$ cat config.mk
export PLATFORM = sky130hd
export DESIGN_NAME = conv_enc_block_sched_flat
export DESIGN_NICKNAME = d
export VERILOG_FILES = /design/src/rtl/conv_enc_block_sched_if.sv /design/src/rtl/conv_enc_block_sched.sv /design/src/flat_wrapper.sv
export SDC_FILE = /design/constraint.sdc
export NUM_CORES = 1
export LEC_CHECK = 0
export CORE_UTILIZATION = 43
export CTS_BUF_LIST = sky130_fd_sc_hd__clkbuf_4 sky130_fd_sc_hd__clkbuf_8
export CTS_CLUSTER_SIZE = 12
export DETAILED_ROUTE_END_ITERATION = 16
export GPL_TIMING_DRIVEN = 1
export PLACE_DENSITY = 0.72
export SYNTH_ARGS = -nofsm -noshare
export SYNTH_HDL_FRONTEND = slang
export SYNTH_SLANG_ARGS = --single-unit
$ cat constraint.sdc
create_clock -name clk -period 1.8 [get_ports clk]
set_input_delay 0.27 -clock clk [delete_from_list [all_inputs] [get_ports clk]]
set_output_delay 0.27 -clock clk [all_outputs]
set_load 0.01 [all_outputs]
$ cat src/rtl/conv_enc_block_sched_if.sv
// Bundle of descriptor, encoder-control, subblock-FIFO and output-stream signals
// shared by the block scheduler (master) and its surrounding logic (slave).
interface conv_enc_block_sched_if;
    logic       desc_valid;
    logic       desc_ready;
    logic       desc_len;
    logic [7:0] desc_tail;
    logic       data_valid;
    logic       code_block_length;
    logic [7:0] tail_byte;
    logic       computation_done;
    logic       rdreq_subblock;
    logic [7:0] q0;
    logic [7:0] q1;
    logic [7:0] q2;
    logic       out_valid;
    logic       out_ready;
    logic [7:0] out_data;
    logic [1:0] out_stream;
    logic       out_last;
    logic       busy;
    logic       timeout_err;

    modport master (
        input  desc_valid, desc_len, desc_tail, computation_done, q0, q1, q2, out_ready,
        output desc_ready, data_valid, code_block_length, tail_byte, rdreq_subblock,
               out_valid, out_data, out_stream, out_last, busy, timeout_err
    );

    modport slave (
        output desc_valid, desc_len, desc_tail, computation_done, q0, q1, q2, out_ready,
        input  desc_ready, data_valid, code_block_length, tail_byte, rdreq_subblock,
               out_valid, out_data, out_stream, out_last, busy, timeout_err
    );
endinterface

$ cat src/rtl/conv_enc_block_sched.sv
// Runs the convolutional encoder one code block at a time and drains its three
// subblock FIFOs as a single interleaved q0,q1,q2 ready/valid byte stream.
module conv_enc_block_sched #(
    parameter int unsigned SHORT_BYTES  = 132,
    parameter int unsigned LONG_BYTES   = 768,
    parameter int unsigned DONE_TIMEOUT = 20000
) (
    input  logic                    clk,
    input  logic                    reset,
    conv_enc_block_sched_if.master  io_sched
);
    localparam int unsigned CW = $clog2(LONG_BYTES);
    localparam int unsigned WW = (DONE_TIMEOUT > 1) ? $clog2(DONE_TIMEOUT) : 1;
    localparam logic [CW-1:0] SHORT_LAST = CW'(SHORT_BYTES - 1);
    localparam logic [CW-1:0] LONG_LAST  = CW'(LONG_BYTES - 1);
    localparam logic [WW-1:0] WD_LAST    = WW'(DONE_TIMEOUT - 1);

    typedef enum logic [2:0] {
        S_IDLE, S_LAUNCH, S_WAIT_DONE, S_READ, S_CAPTURE, S_EMIT0, S_EMIT1, S_EMIT2
    } state_t;

    state_t        r_state;
    state_t        w_next;
    logic          r_len;
    logic [7:0]    r_tail;
    logic [CW-1:0] r_cnt;
    logic [WW-1:0] r_wdog;
    logic          r_err;
    logic [7:0]    r_b0;
    logic [7:0]    r_b1;
    logic [7:0]    r_b2;
    logic          w_last_byte;
    logic          w_expire;

    assign w_last_byte = (r_cnt == (r_len ? LONG_LAST : SHORT_LAST));
    assign w_expire    = (DONE_TIMEOUT != 0) && (r_wdog == WD_LAST);

    always_ff @(posedge clk) begin
        if (reset) r_state <= S_IDLE;
        else       r_state <= w_next;
    end

    always_comb begin
        w_next = r_state;
        unique case (r_state)
            S_IDLE:      if (io_sched.desc_valid) w_next = S_LAUNCH;
            S_LAUNCH:    w_next = S_WAIT_DONE;
            // done takes priority over a watchdog expiry in the same cycle
            S_WAIT_DONE: if (io_sched.computation_done) w_next = S_READ;
                         else if (w_expire)             w_next = S_IDLE;
            S_READ:      w_next = S_CAPTURE;
            S_CAPTURE:   w_next = S_EMIT0;
            S_EMIT0:     if (io_sched.out_ready) w_next = S_EMIT1;
            S_EMIT1:     if (io_sched.out_ready) w_next = S_EMIT2;
            S_EMIT2:     if (io_sched.out_ready) w_next = w_last_byte ? S_IDLE : S_READ;
            default:     w_next = S_IDLE;
        endcase
    end

    always_ff @(posedge clk) begin
        if (reset) begin
            r_len  <= 1'b0;
            r_tail <= '0;
            r_cnt  <= '0;
            r_wdog <= '0;
            r_err  <= 1'b0;
            r_b0   <= '0;
            r_b1   <= '0;
            r_b2   <= '0;
        end else begin
            case (r_state)
                S_IDLE: if (io_sched.desc_valid) begin
                    r_len  <= io_sched.desc_len;
                    r_tail <= io_sched.desc_tail;
                end
                S_LAUNCH: begin
                    r_wdog <= '0;
                    r_cnt  <= '0;
                end
                S_WAIT_DONE: if (!io_sched.computation_done) begin
                    if (w_expire) r_err  <= 1'b1;
                    else          r_wdog <= r_wdog + 1'b1;
                end
                S_CAPTURE: begin
                    r_b0 <= io_sched.q0;
                    r_b1 <= io_sched.q1;
                    r_b2 <= io_sched.q2;
                end
                S_EMIT2: if (io_sched.out_ready) r_cnt <= w_last_byte ? '0 : r_cnt + 1'b1;
                default: ;
            endcase
        end
    end

    always_comb begin
        io_sched.desc_ready     = (r_state == S_IDLE);
        io_sched.data_valid     = (r_state == S_LAUNCH);
        io_sched.rdreq_subblock = (r_state == S_READ);
        io_sched.busy           = (r_state != S_IDLE);
        io_sched.out_valid      = 1'b0;
        io_sched.out_data       = '0;
        io_sched.out_stream     = 2'd0;
        io_sched.out_last       = 1'b0;
        case (r_state)
            S_EMIT0: begin
                io_sched.out_valid  = 1'b1;
                io_sched.out_data   = r_b0;
                io_sched.out_stream = 2'd0;
            end
            S_EMIT1: begin
                io_sched.out_valid  = 1'b1;
                io_sched.out_data   = r_b1;
                io_sched.out_stream = 2'd1;
            end
            S_EMIT2: begin
                io_sched.out_valid  = 1'b1;
                io_sched.out_data   = r_b2;
                io_sched.out_stream = 2'd2;
                io_sched.out_last   = w_last_byte;
            end
            default: ;
        endcase
    end

    assign io_sched.code_block_length = r_len;
    assign io_sched.tail_byte         = r_tail;
    assign io_sched.timeout_err       = r_err;
endmodule

$ cat src/flat_wrapper.sv
// flat-port wrapper written by rule: the top's interface ports become plain ports
module conv_enc_block_sched_flat 
#(
    parameter int unsigned SHORT_BYTES  = 132,
    parameter int unsigned LONG_BYTES   = 768,
    parameter int unsigned DONE_TIMEOUT = 20000
)
  (clk, reset, io_sched_desc_valid, io_sched_desc_len, io_sched_desc_tail, io_sched_computation_done, io_sched_q0, io_sched_q1, io_sched_q2, io_sched_out_ready, io_sched_desc_ready, io_sched_data_valid, io_sched_code_block_length, io_sched_tail_byte, io_sched_rdreq_subblock, io_sched_out_valid, io_sched_out_data, io_sched_out_stream, io_sched_out_last, io_sched_busy, io_sched_timeout_err);
  conv_enc_block_sched_if io_sched_i ();
  input  logic clk;
  input  logic reset;
  input wire logic [$bits(io_sched_i.desc_valid)-1:0] io_sched_desc_valid;
  input wire logic [$bits(io_sched_i.desc_len)-1:0] io_sched_desc_len;
  input wire logic [$bits(io_sched_i.desc_tail)-1:0] io_sched_desc_tail;
  input wire logic [$bits(io_sched_i.computation_done)-1:0] io_sched_computation_done;
  input wire logic [$bits(io_sched_i.q0)-1:0] io_sched_q0;
  input wire logic [$bits(io_sched_i.q1)-1:0] io_sched_q1;
  input wire logic [$bits(io_sched_i.q2)-1:0] io_sched_q2;
  input wire logic [$bits(io_sched_i.out_ready)-1:0] io_sched_out_ready;
  output wire logic [$bits(io_sched_i.desc_ready)-1:0] io_sched_desc_ready;
  output wire logic [$bits(io_sched_i.data_valid)-1:0] io_sched_data_valid;
  output wire logic [$bits(io_sched_i.code_block_length)-1:0] io_sched_code_block_length;
  output wire logic [$bits(io_sched_i.tail_byte)-1:0] io_sched_tail_byte;
  output wire logic [$bits(io_sched_i.rdreq_subblock)-1:0] io_sched_rdreq_subblock;
  output wire logic [$bits(io_sched_i.out_valid)-1:0] io_sched_out_valid;
  output wire logic [$bits(io_sched_i.out_data)-1:0] io_sched_out_data;
  output wire logic [$bits(io_sched_i.out_stream)-1:0] io_sched_out_stream;
  output wire logic [$bits(io_sched_i.out_last)-1:0] io_sched_out_last;
  output wire logic [$bits(io_sched_i.busy)-1:0] io_sched_busy;
  output wire logic [$bits(io_sched_i.timeout_err)-1:0] io_sched_timeout_err;
  assign io_sched_i.desc_valid = io_sched_desc_valid;
  assign io_sched_i.desc_len = io_sched_desc_len;
  assign io_sched_i.desc_tail = io_sched_desc_tail;
  assign io_sched_i.computation_done = io_sched_computation_done;
  assign io_sched_i.q0 = io_sched_q0;
  assign io_sched_i.q1 = io_sched_q1;
  assign io_sched_i.q2 = io_sched_q2;
  assign io_sched_i.out_ready = io_sched_out_ready;
  assign io_sched_desc_ready = io_sched_i.desc_ready;
  assign io_sched_data_valid = io_sched_i.data_valid;
  assign io_sched_code_block_length = io_sched_i.code_block_length;
  assign io_sched_tail_byte = io_sched_i.tail_byte;
  assign io_sched_rdreq_subblock = io_sched_i.rdreq_subblock;
  assign io_sched_out_valid = io_sched_i.out_valid;
  assign io_sched_out_data = io_sched_i.out_data;
  assign io_sched_out_stream = io_sched_i.out_stream;
  assign io_sched_out_last = io_sched_i.out_last;
  assign io_sched_busy = io_sched_i.busy;
  assign io_sched_timeout_err = io_sched_i.timeout_err;
  conv_enc_block_sched #(.SHORT_BYTES(SHORT_BYTES), .LONG_BYTES(LONG_BYTES), .DONE_TIMEOUT(DONE_TIMEOUT)) u_core (.clk(clk), .reset(reset), .io_sched(io_sched_i));
endmodule
==> After elaboration in Yosys (flattened, before gate mapping) <==
Index checks and enable logic that the tools add are counted.
{ "totals": {"reg_bits": 62, "latchBits": 0, "mem_bits_rw": 0, "romBits": 0, "inputBits": 38, "output_inout_bits": 26, "word_cells": 57, "memories": 0} }
{ "classes": {"addsub": 2, "multipliers": 0, "div": 0, "magnitude_cmp": 0, "eq_ne": 16, "shift": 0, "n_mux": 19, "bitwise": 1, "reduce_logical": 10} }
{ "ops": {"columns": ["operator", "n"], "rows": [
  ["10-bit two-way mux", 3],
  ["15-bit two-way mux", 2],
  ["15-bit case mux with 2 select lines", 1],
  ["3-bit case mux with 8 select lines", 1],
  ["8-bit case mux with 3 select lines", 1],
  ["10-bit case mux with 2 select lines", 1],
  ["3-bit two-way mux", 6],
  ["15-bit by 1-bit adder with 15-bit output (second input constant)", 1],
  ["15-bit equality test (second input constant)", 1],
  ["3-bit equality test (second input constant)", 4],
  ["2-bit != test (second input constant)", 6],
  ["10-bit by 1-bit adder with 10-bit output (second input constant)", 1],
  ["10-bit equality test", 1],
  ["3-bit by 2-bit equality test with 1-bit output (second input constant)", 2],
  ["3-bit AND reduction", 2],
  ["5-bit AND reduction", 1],
  ["2-bit case mux with 2 select lines", 1],
  ["2-bit AND reduction", 2],
  ["2-bit nonzero test", 2],
  ["3-bit by 1-bit equality test with 1-bit output (second input constant)", 1],
  ["3-bit zero test", 1],
  ["3-bit by 2-bit != test with 1-bit output (second input constant)", 1],
  ["3-bit nonzero test", 1],
  ["3-bit OR reduction", 1],
  ["3 further kinds", 4]
]} }

==> Logic depth before layout (Yosys ltp) <==
{ "depth": {"word_depth": 5, "depth_mapped": 8, "depth_no_buf": 6} }

==> Worst setup path after synthesis <==
OpenSTA, ideal clock, no wires.
{ "synth_timing": {"kind": "reg-to-reg", "from": "register u_core.r_wdog[0]", "to": "register u_core.r_wdog[6]", "setup_time_ps": 70, "arrival_ps": 1682, "t_required_ps": 1730, "setup_slack_ps": 48, "stages_incl_launch_ff": 9, "path_buffers": 2, "period_less_slack_ps": 1752, "path_cell_list": "dfxtp_1 -> ha_1 -> and4bb_2 -> nand4_1 -> a21oi_2 -> buf_6 -> buf_2 -> o21ai_0 -> a21oi_1"} }
{ "synth_between": {"elab_chain_cells": 4, "elab_cells_between_ends": 7, "cone_classes": "1 x add/sub; 2 x eq/ne; 3 x mux; 1 x reduce/logical"} }
{ "synth_lines": {"columns": ["element", "line_no", "text"], "rows": [
  ["start, declared", "conv_enc_block_sched.sv:27", "logic [WW-1:0] r_wdog;"],
  ["start signal, assigned", "conv_enc_block_sched.sv:82", "else r_wdog <= r_wdog + 1'b1;"],
  ["15-bit by 1-bit adder with 15-bit output", "conv_enc_block_sched.sv:82", null],
  ["15-bit two-way mux", "conv_enc_block_sched.sv:81", "if (w_expire) r_err <= 1'b1;"],
  ["15-bit two-way mux", "conv_enc_block_sched.sv:80", "S_WAIT_DONE: if (!io_sched.computation_done) begin"],
  ["15-bit case mux with 2 select lines", "conv_enc_block_sched.sv:71", "case (r_state)"]
]} }
Parallel ways exist; a longest one is shown, timed or not. The select of a mux whose other input is x is not followed.
A chain may end at the register's enable or synchronous reset.

==> Worst setup path in the final report <==
{ "layout_timing": {"from": "register u_core.r_cnt[9]", "to": "output port io_sched_out_last"} }
{ "layout_between": {"elab_chain_cells": 2} }
{ "layout_lines": {"columns": ["element", "line_no", "text"], "rows": [
  ["start, declared", "conv_enc_block_sched.sv:26", "logic [CW-1:0] r_cnt;"],
  ["start signal, assigned", "conv_enc_block_sched.sv:89", "S_EMIT2: if (io_sched.out_ready) r_cnt <= w_last_byte ? '0 : r_cnt + 1'b1;"],
  ["10-bit equality test", "conv_enc_block_sched.sv:35", "assign w_last_byte = (r_cnt == (r_len ? LONG_LAST : SHORT_LAST));"],
  ["1-bit two-way mux", "conv_enc_block_sched.sv:104", "case (r_state)"],
  ["end, declared", "flat_wrapper.sv:28", "output wire logic [$bits(io_sched_i.out_last)-1:0] io_sched_out_last;"]
]} }
No other way between the ends.

==> Implementation_results.wiki <==
{| class="wikitable"
! Metric !! Value
|-
| Clock root cell || clkbuf_8
|-
| Endpoint of the lowest-slack register-to-register path || u_core.r_wdog[1]$_SDFFE_PP0P_
|-
| Fill cell total of the finished layout || 512
|-
| Area of the die || 0.00732 sq mm
|-
| Crit path cell chain || or4_4, nor3_4, or2_4, and2_4, buf_6
|-
| Die extent in x || 85.6 um
|-
| Sequential area share after synthesis || 41.4%
|-
| Critical-path cell with the highest stage delay || or4_4
|-
| Total Wirelength || 8730 um
|-
| Row cnt || 30
|-
| Sum of internal, switching and leakage power || 0.00486 W
|-
| Leakage || 1.78 nW
|-
| Via count of the first global-routing pass || 3,155
|-
| Post-Place Setup Slack || -313 ps
|-
| Number of synthesis warnings || 0
|-
| Top-level I/O count || 64
|-
| Largest net degree at the start of global routing || 49
|-
| Routed length per placed instance || 14.8 um
|-
| Total inserted antenna cells || 0
|-
| Detailed Routing Iterations Pass 1 || 11
|-
| Number of buffers on the longest clock path || 2
|-
| Reg2Reg Depth || 8
|-
| Arrival time at the worst endpoint || 1750 ps
|-
| Worst-case vdd ir drop || 603 uV
|-
| Number of enable flip-flop cells after synthesis || 0
|-
| Post-route fraction of the period consumed by the critical path || 112%
|-
| Later-pin clock latency in the skew report || 350 ps
|-
| Routed Antenna Nets || 0
|-
| Data required time at the worst endpoint || 1530 ps
|-
| Count of vias placed by the detailed router || 3,255
|-
| Run status || complete, but fails checks
|-
| Flip-flop and latch count after synthesis || 62
|-
| Non-Filler Instances || 589
|-
| Post-synth design cell area || 0.00300 sq mm
|-
| Final worst path period need || 2020 ps
|-
| Prevailing post-synth register cell || dfxtp_1
|-
| Detail-routed via count per cell || 5.53
|-
| Initial standard-cell utilization of the core || 44.4%
|-
| Category of the worst setup path capture point || output port
|-
| Setup violations, final || 14
|-
| Violations in the final reports || design-rule violations, negative setup slack
|-
| Nets in the synthesized netlist || 424
|-
| Worst min path class || in -> reg
|-
| Post-layout instance area || 0.00469 sq mm
|-
| Average size of a mapped cell || 7.82 sq um
|-
| Level count of the clock H-tree || 3
|-
| CTS tree || yes
|-
| Count of different cell masters after synthesis || 50
|-
| Total count of hold-check failures in the final report || 0
|-
| Most frequent cells in the layout || 88 x nand2_1, 54 x dfxtp_1, 52 x buf_4
|-
| Number of standard cells after synthesis || 384
|-
| DRC || 1
|-
| Number of port buffers || 63
|-
| Maximum fanout count along the critical path || 2
|-
| Die H || 85.6 um
|-
| Final Skew || 12.9 ps
|-
| Clock Sinks || 62
|-
| Final RePlAce weighted congestion || 0.861
|-
| Achievable Freq || 496 MHz
|-
| Reported max-cap violation count || 0
|-
| Fraction of final layout cells sized beyond drive strength 1 || 33.4%
|-
| Worst setup slack for register-to-register paths || -120 ps
|-
| Pin slew with the least headroom to its limit || 513 ps
|-
| Core Region || 0.00676 sq mm
|-
| RSZ-0062 raised after global routing || yes
|-
| Share of async-settable or async-resettable flops after synthesis || 0%
|-
| Hold path start || reset
|-
| Hold Path Cell Cnt || 4
|-
| Remaining global-route overflow || 0
|-
| CTS buffer count || 9
|-
| Area occupied by registers || 0.00126 sq mm
|-
| Wire length of the first global-routing pass || 14,000 um
|-
| Cell Count Post-Placement || 558
|-
| Cell Area, Placed || 0.00404 sq mm
|-
| Combined global-route utilization of all metal layers || 24.1%
|-
| Start of the worst register-to-register path || u_core.r_wdog[0]$_SDFFE_PP0P_
|-
| Commonest non-fill, non-tap cell in the layout || nand2_1
|-
| Worst setup SP type || flop
|-
| Iter 0 DRT Violations || 152
|-
| Clock transition at the registers of the reported paths || 70 ps
|-
| Normalized max-slew margin || 65.8%
|-
| Crit Path Class || reg -> out
|-
| Final number of max-transition violations || 0
|-
| Final hold slack || 306 ps
|-
| Multi-input gate area in the final layout || 0.00195 sq mm
|-
| Peak per-stage delay on the critical path || 540 ps
|-
| Endpoint of the worst hold path || u_core.r_wdog[8]$_SDFFE_PP0P_
|-
| Antenna violations before repair || 0
|-
| Fin worst setup slack || -215 ps
|-
| Layout overhead on the synthesized area || 56.4%
|-
| Total power per unit cell area || 1040 mW/mm^2
|-
| Final HPWL DP || 5450 um
|-
| Fin nets || 545
|}
## registers in the layout (all words and copies together), names as in the netlist
name / cells
u_core.r_state: 3
u_core.r_wdog: 15
u_core.r_b2: 8
u_core.io_sched.tail_byte: 8
u_core.r_b1: 8
u_core.io_sched.code_block_length: 1
u_core.r_cnt: 10
u_core.r_b0: 8
u_core.io_sched.timeout_err: 1
## critical path: cells and delay by family, from the launching register on
family / cells / cell delay (ps)
buf+inv: 1 / 90
simple gates: 4 / 1000
flops: 1 / 320
## stage by stage
stage | TNS (ps) | util, %
6_report | -876 | 69.5
5_1_grt | -2100 | 69.5
4_1_cts | -1600 | 65.5
3_5_place_dp | -1700 | 59.8
3_3_place_gp | -1470 | 59.8
2_1_floorplan | 0 | -
## timing repair
| item | in CTS | in global routing |
|---|---|---|
| gates resized for setup | 84 | 66 |
| hold buffers | 0 | 0 |
| buffers inserted | 10 | 7 |
| endpoints found under the setup margin | 36 | 37 |
| gates cloned | 1 | 0 |
| pin swaps | 24 | 35 |
## power breakdown
part	internal, W	switching [W]	leakage, nW	total, W
sequential	0.00148	0.0000831	0.506	0.00157
combinational	0.00101	0.000983	1.17	0.00200
clock	0.000743	0.000552	0.104	0.00129
## cells in the mapped netlist (4+ instances only)
master / instances / area, sq um
nand2_1: 90 / 338
a21oi_1: 53 / 265
o21ai_0: 10 / 50.1
nor2b_1: 10 / 62.6
inv_1: 4 / 15.0
nor4_1: 4 / 25.0
buf_2: 4 / 20.0
a22oi_1: 7 / 52.6
nor3_1: 10 / 50.1
dfxtp_1: 62 / 1240
or3_1: 7 / 43.8
and3_1: 5 / 31.3
nor2_1: 14 / 52.6
and2_1: 7 / 43.8
nand4_1: 7 / 43.8
mux2_2: 8 / 90.1
xnor2_1: 4 / 35.0
or4_1: 5 / 37.5
nand3_1: 13 / 65.1
clkbuf_1: 15 / 56.3
## per-layer routing
| metal | GRT usage (%) | share of wire (%) |
|---|---|---|
| met4 | 11.2 | 2.8 |
| met5 | 0 | 0 |
| met2 | 41.0 | 50 |
| met1 | 28.5 | 42 |
| met3 | 6.45 | 5.0 |
## final cells by class
| type | count | share of cell area (%) |
|---|---|---|
| Clock inverter | 3 | 0.906 |
| Tap cell | 80 | 2.13 |
| Inverter | 4 | 0.320 |
| Timing Repair Buffer | 133 | 24.9 |
| Clock buffer | 12 | 3.52 |
| Multi-Input combinational cell | 295 | 41.5 |
| Sequential cell | 62 | 26.8 |
## how the worst max path moves through the flow
stage                                             start                            end  slack [ps]
after floorplan           u_core.r_wdog[0]$_SDFFE_PP0P_  u_core.r_wdog[6]$_SDFFE_PP0P_          50
after CTS                  u_core.r_cnt[9]$_SDFFE_PP0P_              io_sched_out_last        -240
final                      u_core.r_cnt[9]$_SDFFE_PP0P_              io_sched_out_last        -220
after detailed placement   u_core.r_cnt[0]$_SDFFE_PP0P_              io_sched_out_last        -310
after global routing       u_core.r_cnt[0]$_SDFFE_PP0P_              io_sched_out_last        -280
after global placement     u_core.r_cnt[0]$_SDFFE_PP0P_              io_sched_out_last        -290
## cell families after synthesis
family | after synthesis | synth area share, %
simple gates | 191 | 32.1
flops | 62 | 41.4
xor+xnor | 6 | 1.75
mux | 10 | 3.67
buf+inv | 28 | 4.33
compound gates | 85 | 15.9
fa+ha+maj | 2 | 0.834
Power figures use the tool's default switching activity.
